### config.mk
export PLATFORM = sky130hd
export DESIGN_NAME = zest_spi_arb
export DESIGN_NICKNAME = d
export VERILOG_FILES = /design/src/rtl/zest_spi_arb_pkg.sv /design/src/rtl/zest_spi_arb_rr_pick.sv /design/src/rtl/zest_spi_arb.sv
export SDC_FILE = /design/constraint.sdc
export NUM_CORES = 1
export LEC_CHECK = 0
export BUFFER_PORTS_ARGS = -buffer_cell sky130_fd_sc_hd__buf_2
export CORE_ASPECT_RATIO = 0.75
export CORE_MARGIN = 4
export CORE_UTILIZATION = 43
export CTS_CLUSTER_DIAMETER = 150
export DETAILED_ROUTE_END_ITERATION = 10
export PLACE_DENSITY_LB_ADDON = 0.05
export SLEW_MARGIN = 20
export SYNTH_ARGS = -nofsm -noshare
export SYNTH_HDL_FRONTEND = slang
export SYNTH_SLANG_ARGS = --single-unit
### constraint.sdc
create_clock -name lb_clk -period 7.4 [get_ports lb_clk]
set_clock_uncertainty 0.15 [all_clocks]
set_input_delay 0.74 -clock lb_clk [delete_from_list [all_inputs] [get_ports lb_clk]]
set_output_delay 0.74 -clock lb_clk [all_outputs]
set_load 0.02 [all_outputs]
### src/rtl/zest_spi_arb_pkg.sv
// Shared types, widths and helpers for the Zest configuration SPI arbiter.
package zest_spi_arb_pkg;

  typedef enum logic [1:0] {
    IDLE  = 2'd0,
    ISSUE = 2'd1,
    WAIT  = 2'd2,
    ACK   = 2'd3
  } state_t;

  localparam int unsigned TCW = 16;

  // Round-robin successor of a grant index, wrapping at n.
  function automatic int unsigned rr_next(input int unsigned idx, input int unsigned n);
    return (idx + 1 >= n) ? 0 : idx + 1;
  endfunction

endpackage

### src/rtl/zest_spi_arb_rr_pick.sv
// Combinational round-robin picker: first set request at or after the pointer.
module zest_spi_arb_rr_pick #(
  parameter int unsigned N_REQ = 3,
  parameter int unsigned IDW   = 2
) (
  input  logic [N_REQ-1:0] i_req,
  input  logic [IDW-1:0]   i_ptr,
  output logic             o_vld,
  output logic [IDW-1:0]   o_idx
);

  always_comb begin
    int unsigned j;
    o_vld = 1'b0;
    o_idx = '0;
    j     = 0;
    for (int unsigned k = 0; k < N_REQ; k++) begin
      j = (32'(i_ptr) + k) % N_REQ;
      if (!o_vld && i_req[j[IDW-1:0]]) begin
        o_vld = 1'b1;
        o_idx = IDW'(j);
      end
    end
  end

endmodule

### src/rtl/zest_spi_arb.sv
// Round-robin arbiter/sequencer sharing one Zest config SPI master between N requesters.
module zest_spi_arb
  import zest_spi_arb_pkg::*;
#(
  parameter int unsigned N_REQ   = 3,
  parameter int unsigned DW      = 24,
  parameter int unsigned CSW     = 3,
  parameter int unsigned TIMEOUT = 4095
) (
  input  logic                       lb_clk,
  input  logic                       reset,
  input  logic [N_REQ-1:0]           req,
  input  logic [N_REQ*CSW-1:0]       req_sel,
  input  logic [N_REQ*DW-1:0]        req_data,
  input  logic [N_REQ-1:0]           req_rd,
  output logic [N_REQ-1:0]           ack,
  output logic [N_REQ-1:0]           err,
  output logic [DW-1:0]              rdata,
  output logic                       spi_start,
  output logic [CSW-1:0]             spi_sel,
  output logic [DW-1:0]              spi_data,
  output logic                       spi_rd,
  input  logic                       spi_busy,
  input  logic                       spi_done,
  input  logic [DW-1:0]              spi_rdata,
  output logic [$clog2(N_REQ)-1:0]   grant_id,
  output logic                       busy,
  output logic [TCW-1:0]             timeout_cnt
);

  localparam int unsigned IDW = $clog2(N_REQ);
  localparam int unsigned WCW = $clog2(TIMEOUT + 1);

  state_t           r_state, w_state_nxt;
  logic [IDW-1:0]   r_ptr, w_ptr_nxt;
  logic [WCW-1:0]   r_wcnt, w_wcnt_nxt, w_wcnt_inc;
  logic             r_to, w_to_nxt;
  logic [DW-1:0]    r_data, w_data_nxt;

  logic [N_REQ-1:0] r_ack, w_ack_nxt;
  logic [N_REQ-1:0] r_err, w_err_nxt;
  logic [DW-1:0]    r_rdata, w_rdata_nxt;
  logic             r_start, w_start_nxt;
  logic [CSW-1:0]   r_sel, w_sel_nxt;
  logic [DW-1:0]    r_spi_data, w_spi_data_nxt;
  logic             r_rd, w_rd_nxt;
  logic [IDW-1:0]   r_grant, w_grant_nxt;
  logic             r_busy, w_busy_nxt;
  logic [TCW-1:0]   r_tcnt, w_tcnt_nxt;

  logic             w_pick_vld;
  logic [IDW-1:0]   w_pick_idx;

  zest_spi_arb_rr_pick #(
    .N_REQ (N_REQ),
    .IDW   (IDW)
  ) u_rr_pick (
    .i_req (req),
    .i_ptr (r_ptr),
    .o_vld (w_pick_vld),
    .o_idx (w_pick_idx)
  );

  // Next-state and next-output logic.
  always_comb begin
    w_state_nxt    = r_state;
    w_ptr_nxt      = r_ptr;
    w_wcnt_nxt     = r_wcnt;
    w_wcnt_inc     = r_wcnt + WCW'(1);
    w_to_nxt       = r_to;
    w_data_nxt     = r_data;
    w_ack_nxt      = '0;
    w_err_nxt      = '0;
    w_rdata_nxt    = r_rdata;
    w_start_nxt    = 1'b0;
    w_sel_nxt      = r_sel;
    w_spi_data_nxt = '0;
    w_rd_nxt       = r_rd;
    w_grant_nxt    = r_grant;
    w_tcnt_nxt     = r_tcnt;

    case (r_state)
      IDLE: begin
        if (w_pick_vld) begin
          w_grant_nxt = w_pick_idx;
          for (int unsigned i = 0; i < N_REQ; i++) begin
            if (w_pick_idx == IDW'(i)) begin
              w_sel_nxt  = req_sel[i*CSW +: CSW];
              w_data_nxt = req_data[i*DW +: DW];
              w_rd_nxt   = req_rd[i];
            end
          end
          w_state_nxt = ISSUE;
        end
      end
      ISSUE: begin
        if (!spi_busy) begin
          w_start_nxt    = 1'b1;
          w_spi_data_nxt = r_data;
          w_wcnt_nxt     = '0;
          w_state_nxt    = WAIT;
        end
      end
      WAIT: begin
        w_wcnt_nxt = w_wcnt_inc;
        // Completion takes priority over a coincident timeout.
        if (spi_done) begin
          w_rdata_nxt = spi_rdata;
          w_to_nxt    = 1'b0;
          w_state_nxt = ACK;
        end else if (w_wcnt_inc == WCW'(TIMEOUT)) begin
          w_rdata_nxt = '0;
          w_to_nxt    = 1'b1;
          if (r_tcnt != '1) w_tcnt_nxt = r_tcnt + TCW'(1);
          w_state_nxt = ACK;
        end
      end
      ACK: begin
        w_ack_nxt   = N_REQ'(1) << r_grant;
        w_err_nxt   = r_to ? (N_REQ'(1) << r_grant) : '0;
        w_ptr_nxt   = IDW'(rr_next(32'(r_grant), N_REQ));
        w_state_nxt = IDLE;
      end
      default: w_state_nxt = IDLE;
    endcase

    w_busy_nxt = (w_state_nxt != IDLE);
  end

  // State register.
  always_ff @(posedge lb_clk) begin
    if (reset) r_state <= IDLE;
    else       r_state <= w_state_nxt;
  end

  // Datapath and output registers.
  always_ff @(posedge lb_clk) begin
    if (reset) begin
      r_ptr      <= '0;
      r_wcnt     <= '0;
      r_to       <= 1'b0;
      r_data     <= '0;
      r_ack      <= '0;
      r_err      <= '0;
      r_rdata    <= '0;
      r_start    <= 1'b0;
      r_sel      <= '0;
      r_spi_data <= '0;
      r_rd       <= 1'b0;
      r_grant    <= '0;
      r_busy     <= 1'b0;
      r_tcnt     <= '0;
    end else begin
      r_ptr      <= w_ptr_nxt;
      r_wcnt     <= w_wcnt_nxt;
      r_to       <= w_to_nxt;
      r_data     <= w_data_nxt;
      r_ack      <= w_ack_nxt;
      r_err      <= w_err_nxt;
      r_rdata    <= w_rdata_nxt;
      r_start    <= w_start_nxt;
      r_sel      <= w_sel_nxt;
      r_spi_data <= w_spi_data_nxt;
      r_rd       <= w_rd_nxt;
      r_grant    <= w_grant_nxt;
      r_busy     <= w_busy_nxt;
      r_tcnt     <= w_tcnt_nxt;
    end
  end

  assign ack         = r_ack;
  assign err         = r_err;
  assign rdata       = r_rdata;
  assign spi_start   = r_start;
  assign spi_sel     = r_sel;
  assign spi_data    = r_spi_data;
  assign spi_rd      = r_rd;
  assign grant_id    = r_grant;
  assign busy        = r_busy;
  assign timeout_cnt = r_tcnt;

endmodule

# Word-level counts from Yosys, hierarchy flattened
# Index checks and enable logic that the tools add are counted.
# W data, S select, Z words.
[classes]
addsub = 5
n_div = 3
n_lt_le_gt_ge = 4
n_eq_ne = 8
n_shift = 1
muxes = 34
bitwise = 4
n_reduce_logical = 19
[ops]
columns = ["operator", "count"]
rows = [
  ["$mux W24", 5],
  ["$mod A32 B2 Y32 const B", 2],
  ["$mod A2 B2 Y32 const B", 1],
  ["$pmux W12 S2", 1],
  ["$add A16 B1 Y16 const B", 1],
  ["$mux W2", 8],
  ["$ne A16 B16 Y1 const B", 1],
  ["$add A12 B1 Y12 const B", 1],
  ["$eq A12 B12 Y1 const B", 1],
  ["$mux W1", 12],
  ["$mux W12", 1],
  ["$lt A2 B3 Y1 const B", 3],
  ["$mux W3", 3],
  ["$pmux W2 S4", 1],
  ["$add A2 B1 Y3 const B", 2],
  ["$bmux W1 S2", 3],
  ["$eq A2 B2 Y1 const B", 3],
  ["$reduce_and A2 Y1", 3],
  ["$reduce_bool A2 Y1", 3],
  ["$reduce_or A3 Y1", 2],
  ["$eq A2 B1 Y1 const B", 2],
  ["$logic_not A2 Y1", 2],
  ["$not A1 Y1", 4],
  ["$reduce_and A4 Y1", 1],
  ["9 further kinds", 12],
]
[word_totals]
reg_bits = 119
inputBits = 115
out_inout_bits = 78
wordCells = 93

# Longest topological paths before layout
[logic_depth]
ltp_word = 14
mapped_depth = 12
mapped_depth_nobuf = 8

# By module
# Synthesis repeated with hierarchy kept, for this count alone.
[hier_totals]
cells_unflattened = 571
hier_area_um2 = 5235.0
[by_module_without_submodules]
columns = ["module", "instances", "cells_per_inst", "area_each_um2", "seq_area_each_um2"]
rows = [
  ["zest_spi_arb", 1, 539, 4983.5, 2382.3],
  ["zest_spi_arb_rr_pick", 1, 32, 251.5, 0.0],
]

# Worst setup path after synthesis
# Ideal clock, no wire load.
[synth_path]
kind = "flip-flop to flip-flop"
from = "register r_ptr[0]"
to = "register r_data[10]"
setup_ps = 141
arrival_time_ps = 2546
required_ps = 7109
slack_ps = 4563
path_stages_with_launch = 12
n_path_buf = 3
period_less_slack_ps = 2837
path_cell_list = "dfxtp_1 inv_1 ha_1 buf_2 nor2_1 and2_1 o41ai_2 nor2_1 nand2b_1 clkbuf_1 buf_1 o221ai_1"
[synth_via]
elab_chain_len = 13
elab_cells_between_ends = 28
classes_between = "add/sub: 2; div: 3; eq/ne: 2; mux: 14; reduce/logical: 7"
[synth_lines]
columns = ["element", "line_no", "text"]
rows = [
  ["from (decl)", "zest_spi_arb.sv:35", "logic [IDW-1:0] r_ptr, w_ptr_nxt;"],
  ["from (signal assigned)", "zest_spi_arb.sv:154", "r_ptr <= w_ptr_nxt;"],
  ["parallel branches: the longest is 13 deep, another holds $mod A32 B2 Y32", "--", ""],
  ["to (signal assigned)", "zest_spi_arb.sv:157", "r_data <= w_data_nxt;"],
  ["to (decl)", "zest_spi_arb.sv:38", "logic [DW-1:0] r_data, w_data_nxt;"],
]
# Parallel ways; which one is timed is not known. The select of a mux whose other input is x is not followed.
# A chain may end at the register's enable or synchronous reset.

# Worst setup path in the final report
[layout_path]
from = "register r_ptr[0]"
to = "register r_sel[2], in the netlist spi_sel[2]"
[layout_via]
elab_chain_len = 13
elab_cells_between_ends = 28
classes_between = "add/sub: 2; div: 3; eq/ne: 2; mux: 14; reduce/logical: 7"
[layout_lines]
columns = ["element", "line_no", "text"]
rows = [
  ["parallel branches: the longest is 13 deep, another holds $mod A32 B2 Y32", "--", ""],
  ["to (signal assigned)", "zest_spi_arb.sv:162", "r_sel <= w_sel_nxt;"],
  ["to (decl)", "zest_spi_arb.sv:44", "logic [CSW-1:0] r_sel, w_sel_nxt;"],
]
# Parallel ways; which one is timed is not known. The select of a mux whose other input is x is not followed.

==> metrics <==
Routed WL=14200 microns; n_diodes=0; Crit-path slowest cell=nand2_1; sw power=0.420 mW; Die H=102 microns; Clk pwr share=49.2%; Power Dens Cells=253 nW/um^2; Initial Utilization=44.0%; CP delay by family, top=simple AND/OR/NAND/NOR gates; Yosys reg bits=119; Resized Gates After CTS=0; CTS tree=built; core area=about 12000 sq um; H-tree Lvls=4; f_max=roughly 290 MHz; Top FF cell, synth=dfxtp_1; Combinational Power Share=10.3%; CP Capture Type=flip-flop; global-route wire length before repair=22200 microns; Slew @ Worst Pin=972 ps; Worst Path Class, Setup=flip-flop to flip-flop; WL per Instance=between 15 and 20 microns; crit path DAT=approximately 3500 ps; Finish-stage setup viols=0; violation count after the first detailed-route iteration=227; number of global-route vias before repair=4307; Nets=856; setup TNS=0 ps; CTS Buffer Depth=2; Layout area overhead=33.0%; Clock transition at path regs=roughly 60 ps; Final Total Pwr=approximately 1.7 mW; number of CTS-inserted buffers=17; share of post-route cells with drive strength above 1=between 30 and 40%; total number of vias=between 4000 and 5000; Syn Inst Count=552; sequential area share after synthesis=46.8%; First-pass DRT Iterations=7; Sw Ratio=between 20% and 30%; FFs w/ async S/R, synth=0%; total gr overflow=0; RSZ-0062 raised after global routing=no; LEAKAGE=~3.1 nW; WP data required=roughly 7500 ps; Rel. slew slack=35.1%; I/O Pins=roughly 190; outcome=finished clean; CP peak stage delay=roughly 770 ps; antenna violations before repair=0; Worst path most repeated cell=nor2_1; GPL Wtd Cong=0.895; hold buffers post-CTS=0; Worst-Skew Late Latency=approximately 400 ps; CP bufs+invs=1; Sink Count=119; # Post-CTS Setup Buffers=0; full die area=roughly 14000 sq um; GRT Overall Usage=20.3%; syn_nets=673; min cycle time layout=3450 ps; Max Cap Violations=0; CP startpoint kind=flip-flop; Root Driver=clkbuf_16; fin. max-slew vios=0; Seq pwr share=40.5%; largest net degree at the start of global routing=46; die width=134 microns; Syn Area/Cell=9.23 sq um; Yosys warnings=0; worst-path cell chain=inv_1 -> ha_1 -> nor2_1 -> and2_1 -> o41ai_2 -> nor2_1 -> nand2_1 -> o221ai_1; hpwl dp=10300 microns; vias per inst=between 5 and 6; input/output buffers=192; VDD IR-drop max=0.000170 V; Site Rows=34; period utilisation layout=46.6%; Max FO, Critical Path=27; Final Hold Fails=0; EDFF count, synth=0; Post-Syn Area=5090 sq um; Worst Hold Class=flip-flop to flip-flop; Routed Antenna Nets=0; Post-route DRC=0; Yosys cell types=61; total internal power=1.29 mW
==> worst min-delay path, delay by kind of cell, from the launching register on <==
kind / cells / cell delay, ps
AND/OR/NAND/NOR: 1 / 50
AO/OA/AOI/OAI: 1 / 50
flip-flops: 1 / 310
==> final cells by class <==
type,instances,area [sq um]
Sequential cell,119,2380
Timing Repair Buffer,196,991
Tap cell,162,203
Multi-Input combinational cell,361,2430
Clock inverter,14,175
Fill cell,1077,4800
Clock buffer,18,439
Inverter,40,150
==> through the flow <==
stage	instance area, sq um	setup slack [ps]	cells	hold slack [ps]	util, %
floorplan	5090	4560	552	274	-
global placement	6150	4050	878	285	53.2
detailed placement	6150	3880	878	288	53.2
CTS	6770	3860	910	303	58.5
global route	6770	3620	910	319	58.5
finish	6770	3950	910	299	58.5
==> metal layers <==
layer,vias to the layer above,wire length [microns],GRT usage [%]
li1,2362,-,-
met1,2261,6540,27.2
met2,155,6630,32.5
met3,14,802,4.48
met4,0,184,7.27
met5,-,0,0
==> Yosys cell counts (all sizes together), types with 3 or more instances <==
cell / instances / share of area, %
a211oi: 4 / 0.59
a21oi: 27 / 2.7
a22o: 25 / 4.3
a311oi: 4 / 0.69
a31o: 4 / 0.69
and2: 31 / 3.8
buf: 8 / 0.98
clkbuf: 24 / 1.8
dfxtp: 119 / 47
ha: 6 / 1.5
inv: 40 / 2.9
mux2i: 31 / 6.1
nand2: 54 / 4.0
nand2b: 9 / 1.1
nand3: 12 / 1.4
nand3b: 4 / 0.59
nand4: 9 / 1.1
nor2: 32 / 2.4
nor2b: 3 / 0.37
nor3: 8 / 0.79
nor4: 6 / 1.0
o21ai: 16 / 1.6
o221ai: 27 / 4.6
or3: 4 / 0.49
or4: 5 / 0.81
==> path summary, 6_finish.rpt <==
check	slack, ps	cells past startpoint	end	startpoint
max	3950	8	spi_sel[2]	r_ptr[0]
min	300	2	r_data[0]	r_data[0]
max reg2reg	3950	8	spi_sel[2]	r_ptr[0]
min reg2reg	300	2	r_data[0]	r_data[0]
==> layout by cell type (no fill, tap or decap), types with 5 or more instances in the layout <==
cell	Yosys	routed
a21oi_1	27	27
a22o_1	25	25
and2_1	30	30
buf_2	4	192
clkbuf_16	0	17
clkinv_4	0	5
dfxtp_1	119	119
ha_1	6	6
inv_1	40	40
mux2i_1	31	31
nand2_1	54	54
nand2b_1	9	8
nand3_1	11	11
nand4_1	9	9
nor2_1	32	32
nor3_1	8	8
nor4_1	5	5
o21ai_0	15	15
o221ai_1	27	27
==> power groups by stage <==
stage	Combinational (mW)	Clock [mW]	Sequential, mW
after detailed placement	0.175	0	0.706
after CTS	0.175	0.858	0.693
final	0.175	0.842	0.693
after global routing	0.194	0.889	0.697
after floorplan	0.0963	0	0.715
after global placement	0.171	0	0.706
==> registers in the layout, summed over array words and instances (netlist names) <==
| register | count |
|---|---|
| timeout_cnt | 16 |
| ack | 3 |
| busy | 1 |
| err | 3 |
| spi_start | 1 |
| rdata | 24 |
| grant_id | 2 |
| r_ptr | 2 |
| spi_data | 24 |
| spi_sel | 3 |
| r_state | 2 |
| r_to | 1 |
| r_wcnt | 12 |
| r_data | 24 |
| spi_rd | 1 |
==> logic make-up after synthesis <==
| family | after synthesis | share of synthesized area (%) |
|---|---|---|
| AO/OA/AOI/OAI | 132 | 19.4 |
| buffers and inverters | 72 | 5.70 |
| adder cells (fa/ha/maj) | 6 | 1.47 |
| flip-flops | 119 | 46.8 |
| multiplexers | 32 | 6.31 |
| XOR/XNOR | 3 | 0.516 |
| AND/OR/NAND/NOR | 188 | 19.9 |
(Power assumes the default switching activity.)
